<file path="src/rtl/hash_ctrl_pkg.sv">
// hash_ctrl shared definitions: CSR offsets, STATUS bit positions, FSM states.
package hash_ctrl_pkg;

    localparam logic [4:0] OFF_CTRL   = 5'h00;
    localparam logic [4:0] OFF_STATUS = 5'h04;
    localparam logic [4:0] OFF_LEN    = 5'h08;
    localparam logic [4:0] OFF_RET    = 5'h0C;
    localparam logic [4:0] OFF_CYCLES = 5'h10;
    localparam logic [4:0] OFF_RUNS   = 5'h14;

    localparam int CTRL_START = 0;
    localparam int CTRL_CLEAR = 1;

    localparam int STAT_BUSY    = 0;
    localparam int STAT_DONE    = 1;
    localparam int STAT_TIMEOUT = 2;
    localparam int STAT_OVERRUN = 3;

    localparam logic [31:0] WIN_SIZE = 32'h20;

    typedef enum logic [1:0] {
        S_IDLE,
        S_START,
        S_WAIT,
        S_DONE
    } state_t;

endpackage

</file>
<file path="src/rtl/hash_ctrl.sv">
// CSR front-end and start/done sequencer for an ap_ctrl style hash core.
// Define HASH_CTRL_PERF_EN to implement the CYCLES and RUNS counters.
module hash_ctrl
    import hash_ctrl_pkg::*;
#(
    parameter logic [31:0] BASE_ADDR = 32'h00000000,
    parameter int unsigned TIMEOUT   = 1048576
) (
    input  logic        clk_i,
    input  logic        arst_n_i,
    input  logic        bus_req_i,
    input  logic        bus_we_i,
    input  logic [31:0] bus_addr_bi,
    input  logic [3:0]  bus_be_bi,
    input  logic [31:0] bus_wdata_bi,
    output logic        bus_ack_o,
    output logic        bus_resp_o,
    output logic [31:0] bus_rdata_bo,
    output logic        ap_start_o,
    output logic [31:0] len_o,
    input  logic        ap_done_i,
    input  logic        ap_ready_i,
    input  logic        ap_idle_i,
    input  logic [31:0] ap_return_i,
    output logic        irq_o
);

    localparam logic [31:0] TMO = 32'(TIMEOUT);

    state_t      r_state;
    logic [1:0]  r_sync;
    logic [31:0] r_len;
    logic [31:0] r_len_o;
    logic [31:0] r_ret;
    logic [31:0] r_cnt;
    logic [31:0] r_rdata;
    logic        r_done;
    logic        r_tmo;
    logic        r_ovr;
    logic        r_resp;

    logic [31:0] w_off;
    logic [4:0]  w_reg;
    logic [31:0] w_cnt_nx;
    logic [31:0] w_rdata;
    logic [31:0] w_cycles;
    logic [31:0] w_runs;
    logic        w_acc;
    logic        w_wr;
    logic        w_rd;
    logic        w_start;
    logic        w_clear;
    logic        w_len_wr;
    logic        w_busy;
    logic        w_fin;
    logic        w_tmo_hit;
    logic        w_abort;
    logic        w_unused;

    // Wrapping subtract: addresses below the base land far outside the window.
    assign w_off    = bus_addr_bi - BASE_ADDR;
    assign w_reg    = w_off[4:0];
    assign w_acc    = bus_req_i && (w_off < WIN_SIZE);
    assign w_wr     = w_acc && bus_we_i;
    assign w_rd     = w_acc && !bus_we_i;
    assign w_start  = w_wr && (w_reg == OFF_CTRL) && bus_wdata_bi[CTRL_START];
    assign w_clear  = w_wr && (w_reg == OFF_CTRL) && bus_wdata_bi[CTRL_CLEAR];
    assign w_len_wr = w_wr && (w_reg == OFF_LEN);

    assign w_busy    = (r_state == S_START) || (r_state == S_WAIT);
    assign w_cnt_nx  = (&r_cnt) ? r_cnt : r_cnt + 32'd1;
    assign w_tmo_hit = w_cnt_nx >= TMO;
    assign w_fin     = ((r_state == S_START) && ap_ready_i && ap_done_i)
                    || ((r_state == S_WAIT) && ap_done_i);
    assign w_abort   = w_busy && !w_fin && w_tmo_hit;
    assign w_unused  = ap_idle_i;

    assign bus_ack_o    = w_acc;
    assign bus_resp_o   = r_resp;
    assign bus_rdata_bo = r_rdata;
    assign ap_start_o   = (r_state == S_START);
    assign len_o        = r_len_o;
    assign irq_o        = r_done;

    always_ff @(posedge clk_i or negedge arst_n_i) begin
        if (!arst_n_i) begin
            r_sync <= 2'b00;
        end else begin
            r_sync <= {r_sync[0], 1'b1};
        end
    end

    always_ff @(posedge clk_i or negedge arst_n_i) begin
        if (!arst_n_i) begin
            r_state <= S_IDLE;
            r_len_o <= '0;
            r_ret   <= '0;
            r_cnt   <= '0;
        end else begin
            case (r_state)
                S_IDLE: begin
                    if (w_start && r_sync[1]) begin
                        r_state <= S_START;
                        r_len_o <= r_len;
                        r_cnt   <= '0;
                    end
                end
                S_START, S_WAIT: begin
                    r_cnt <= w_cnt_nx;
                    if (w_fin) begin
                        r_state <= S_DONE;
                        r_ret   <= ap_return_i;
                    end else if (w_tmo_hit) begin
                        r_state <= S_IDLE;
                    end else if (r_state == S_START && ap_ready_i) begin
                        r_state <= S_WAIT;
                    end
                end
                default: r_state <= S_IDLE;
            endcase
        end
    end

    // Clear is applied first so a same-cycle set still lands.
    always_ff @(posedge clk_i or negedge arst_n_i) begin
        if (!arst_n_i) begin
            r_done <= 1'b0;
            r_tmo  <= 1'b0;
            r_ovr  <= 1'b0;
        end else begin
            if (w_clear) begin
                r_done <= 1'b0;
                r_tmo  <= 1'b0;
                r_ovr  <= 1'b0;
            end
            if (r_state == S_DONE) r_done <= 1'b1;
            if (w_abort) r_tmo <= 1'b1;
            if (w_start && w_busy) r_ovr <= 1'b1;
        end
    end

    always_ff @(posedge clk_i or negedge arst_n_i) begin
        if (!arst_n_i) begin
            r_len <= '0;
        end else if (w_len_wr) begin
            for (int b = 0; b < 4; b++) begin
                if (bus_be_bi[b]) r_len[8*b +: 8] <= bus_wdata_bi[8*b +: 8];
            end
        end
    end

`ifdef HASH_CTRL_PERF_EN
    logic [31:0] r_cycles;
    logic [31:0] r_runs;

    always_ff @(posedge clk_i or negedge arst_n_i) begin
        if (!arst_n_i) begin
            r_cycles <= '0;
            r_runs   <= '0;
        end else begin
            if (w_fin || w_abort) r_cycles <= w_cnt_nx;
            if (r_state == S_DONE) r_runs <= r_runs + 32'd1;
        end
    end

    assign w_cycles = r_cycles;
    assign w_runs   = r_runs;
`else
    assign w_cycles = '0;
    assign w_runs   = '0;
`endif

    always_comb begin
        w_rdata = '0;
        case (w_reg)
            OFF_STATUS: begin
                w_rdata[STAT_BUSY]    = w_busy;
                w_rdata[STAT_DONE]    = r_done;
                w_rdata[STAT_TIMEOUT] = r_tmo;
                w_rdata[STAT_OVERRUN] = r_ovr;
            end
            OFF_LEN:    w_rdata = r_len;
            OFF_RET:    w_rdata = r_ret;
            OFF_CYCLES: w_rdata = w_cycles;
            OFF_RUNS:   w_rdata = w_runs;
            default:    w_rdata = '0;
        endcase
    end

    always_ff @(posedge clk_i or negedge arst_n_i) begin
        if (!arst_n_i) begin
            r_resp  <= 1'b0;
            r_rdata <= '0;
        end else begin
            r_resp  <= w_rd;
            r_rdata <= w_rd ? w_rdata : 32'h0;
        end
    end

endmodule

</file>
<file path="config.mk">
export PLATFORM = sky130hd
export DESIGN_NAME = hash_ctrl
export DESIGN_NICKNAME = d
export VERILOG_FILES = /design/src/rtl/hash_ctrl_pkg.sv /design/src/rtl/hash_ctrl.sv
export SDC_FILE = /design/constraint.sdc
export NUM_CORES = 1
export LEC_CHECK = 0
export ABC_AREA = 1
export ABC_CLOCK_PERIOD_IN_PS = 2000
export BUFFER_PORTS_ARGS = -buffer_cell sky130_fd_sc_hd__buf_2
export CAP_MARGIN = 15
export CORE_ASPECT_RATIO = 0.8
export CORE_MARGIN = 5
export CORE_UTILIZATION = 51
export CTS_BUF_LIST = sky130_fd_sc_hd__clkbuf_4 sky130_fd_sc_hd__clkbuf_8
export DETAILED_ROUTE_END_ITERATION = 8
export PLACE_DENSITY = 0.79
export REMOVE_ABC_BUFFERS = 1
export SETUP_SLACK_MARGIN = 0.02
export SKIP_CTS_REPAIR_TIMING = 1
export SYNTH_ARGS = -nofsm -noshare
export SYNTH_HDL_FRONTEND = slang
export SYNTH_SLANG_ARGS = --single-unit
</file>
<file path="constraint.sdc">
create_clock -name clk_i -period 2 [get_ports clk_i]
set_input_delay 0 -clock clk_i [delete_from_list [all_inputs] [get_ports clk_i]]
set_output_delay 0 -clock clk_i [all_outputs]
set_load 0.1 [all_outputs]
</file>
==> impl_metrics.yaml <==
sta:
  rsz0062_at_grt: "true"
  setup_viol: 2
  tightest_slew_ns: 0.566
  hold_violations: 0
  clock.fmax_ghz: 0.482
  setup_ws_ns: -0.0732
  period_minus_slack_ns: 2.07
  finClkSkew_ns: 0.0122
  period_share_pct: 104
  hold_slack_ns: 0.00696
  slew_viol_final: 0
  maxSlewHeadroom_pct: 62.0
die:
  io-pin-count: 175
  fp.dieH_um: 121
  start_util_pct: 52.1
  rows: 40
  dieArea_sq_um: 17900
  die_w_um: 148
  core-area_sq_um: 15000
detailed_routing:
  num_vias: 7534
  wl_um: 23500
  drt-initial-drc-count: 615
  drt-vias-per-instance: 5.20
  wl_per_cell_um: 16.2
  drc: 0
  ant_nets: 0
  drtPass1Iterations: 5
cts:
  cts-buffers-inserted: 17
  clk_latency_ns: 0.47
  cts.reportedPaths.clkPinSlew_ns: 0.09
  cts_root_buf: "clkbuf_8"
  h-tree-depth: 4
  cts_sinks: 168
  clk_path_buf_depth: 2
  cts_tree: "yes"
job:
  maxCapViolCount: 0
global_route:
  grt-ovfl-total: 0
  grt_pass1_vias: 6724
  grt_pass1_wl_um: 33300
  grt_start_max_net_pins: 53
  grt_use_total_pct: 23.3
  grt_antenna_before_repair: 0
cells_and_area:
  nets: 1359
  insertedDiodeCount: 0
  area_growth_pct: 34.1
  drive_gt1_share_pct: 27.1
  finish.instance_area_sq_um: 10500
  fin_util_pct: 69.8
  num-fill-cells: 1102
  final_cells: 1448
synth:
  synth_top_cell_by_area: "dfrtp_1"
  synthTopCellsByArea: "dfrtp_1 54%, nand2_1 22%, nor2_1 3.8%, mux2_2 3.7%, nand3_1 3.7%"
  synthFlopType: "dfrtp_1"
  yosysMostFrequentCell: "nand2_1"
  synth-edff-count: 0
  yosysSeqAreaShare_pct: 53.8
  synth_seq_cells: 168
  synthArstFlopShare_pct: 100
  synth_cell_types: 34
  avgSynthCellArea_sq_um: 8.12
  synth_common_cells: "457 x nand2_1, 168 x dfrtp_1, 80 x nor2_1"
  synth.top_cell.area_share_pct: 53.8
  syn_area_sq_um: 7820
  ys.warnings.count: 0
  syn-instance-count: 963
place:
  dpl.hpwl_um: 14700
  io_buffer_count: 173
  dp_cells: 1328
  placedInstanceArea_sq_um: 9100
  gp_congestion: 0.905
setup_path:
  critical_path_arrival_ns: 2.43
  crit_type: "flip-flop to flip-flop"
  end_kind: "flip-flop"
  critPathRequiredTime_ns: 2.36
  crit_fanout: 5
  start_kind: "flip-flop"
power:
  p_per_area_nw_per_um2: 807
  p_leak_uw: 0.00562
  p_total_uw: 8460
  peakVddDrop_uv: 736
status:
  failed_checks: "setup timing"
  status: "finished with violations"
hold_path:
  hold_class: "input pin to flip-flop"
[path summary, 6_finish.rpt]
check | to | from | depth (start not counted) | slack [ns]
worst max-delay path | r_state[1] | r_cnt[1] | 16 | -0.07
worst min register to register | r_sync[1] | r_sync[0] | 0 | 0.36
worst max register to register | r_state[1] | r_cnt[1] | 16 | -0.07
min in group asynchronous | len_o[15] | arst_n_i | 2 | 0.03
max in group asynchronous | len_o[22] | arst_n_i | 3 | 1.21
worst min-delay path | bus_resp_o | bus_addr_bi[12] | 6 | 0.007
[layout by cell type (no fill, tap or decap), types with 6 or more instances in the layout]
cell type,instances
nand2_1,449
nand3_1,52
nor2_2,19
nor2_4,7
dfrtp_1,166
dlygate4sd3_1,73
xnor2_1,9
o21ai_0,9
inv_1,35
nand2_2,13
xor2_1,6
nor2_1,59
clkbuf_8,17
buf_2,172
buf_4,48
mux2_2,26
a21oi_1,29
[power by group]
part | switching (uW) | internal (uW)
registers | 219 | 3740
logic | 1400 | 722
clock network | 1420 | 951
[stage by stage]
step	setup slack [ns]	setup TNS, ns
after global routing	-0.209	-0.945
after floorplan	-1.69	-122.25
final	-0.0732	-0.109
after detailed placement	-0.0715	-0.0715
after global placement	0.0221	0
after CTS	-0.113	-0.152
[registers in the layout, summed over array words and instances (netlist names), 2 cells and up]
signal and cells:
len_o 32, r_ret 32, r_len 32, bus_rdata_bo 32, r_state 2, r_sync 2
r_cnt 32
[metal layers]
layer / share of wire, % / vias up / global-route usage, %
met3: 8.2 / 73 / 5.25
met4: 3.4 / 0 / 7.56
met1: 41 / 3466 / 32.8
li1: - / 3597 / -
met5: 0 / - / 0
met2: 47 / 398 / 36.1
[critical path: stages, from the launching register on]
cell and delay, ns:
dfrtp_1 0.37, ha_2 0.19, nand2_2 0.08, nor2_4 0.20, nand2_4 0.10, nor2_4 0.16, nand2_2 0.10, nand2_2 0.09
nand3_2 0.07, nor2_1 0.09, nand2_1 0.08, nor2_2 0.12, nand3_2 0.08, nand2_2 0.09, inv_1 0.05, nand2_1 0.06
nand2_1 0.05
[kinds of logic (layout without fill, tap and decap cells)]
group / Yosys count / count (layout) / share of synthesized area (%)
simple gates: 622 / 622 / 32.1
flops: 168 / 168 / 53.8
compound gates: 49 / 49 / 3.34
buf+inv: 72 / 368 / 3.81
fa+ha+maj: 6 / 6 / 0.960
other cells: 1 / 1 / 0.0480
mux: 30 / 30 / 4.32
xor+xnor: 15 / 15 / 1.68
[cell type report]
type | instances | area [sq um] | share of cell area [%]
Clock buffer | 18 | 241 | 2.30
Timing Repair Buffer | 298 | 2030 | 19.4
Tap cell | 189 | 236 | 2.26
Sequential cell | 168 | 4210 | 40.1
Clock inverter | 14 | 148 | 1.41
Inverter | 38 | 143 | 1.36
Multi-Input combinational cell | 723 | 3480 | 33.2
Note: power is estimated with default switching activity, not from simulation.
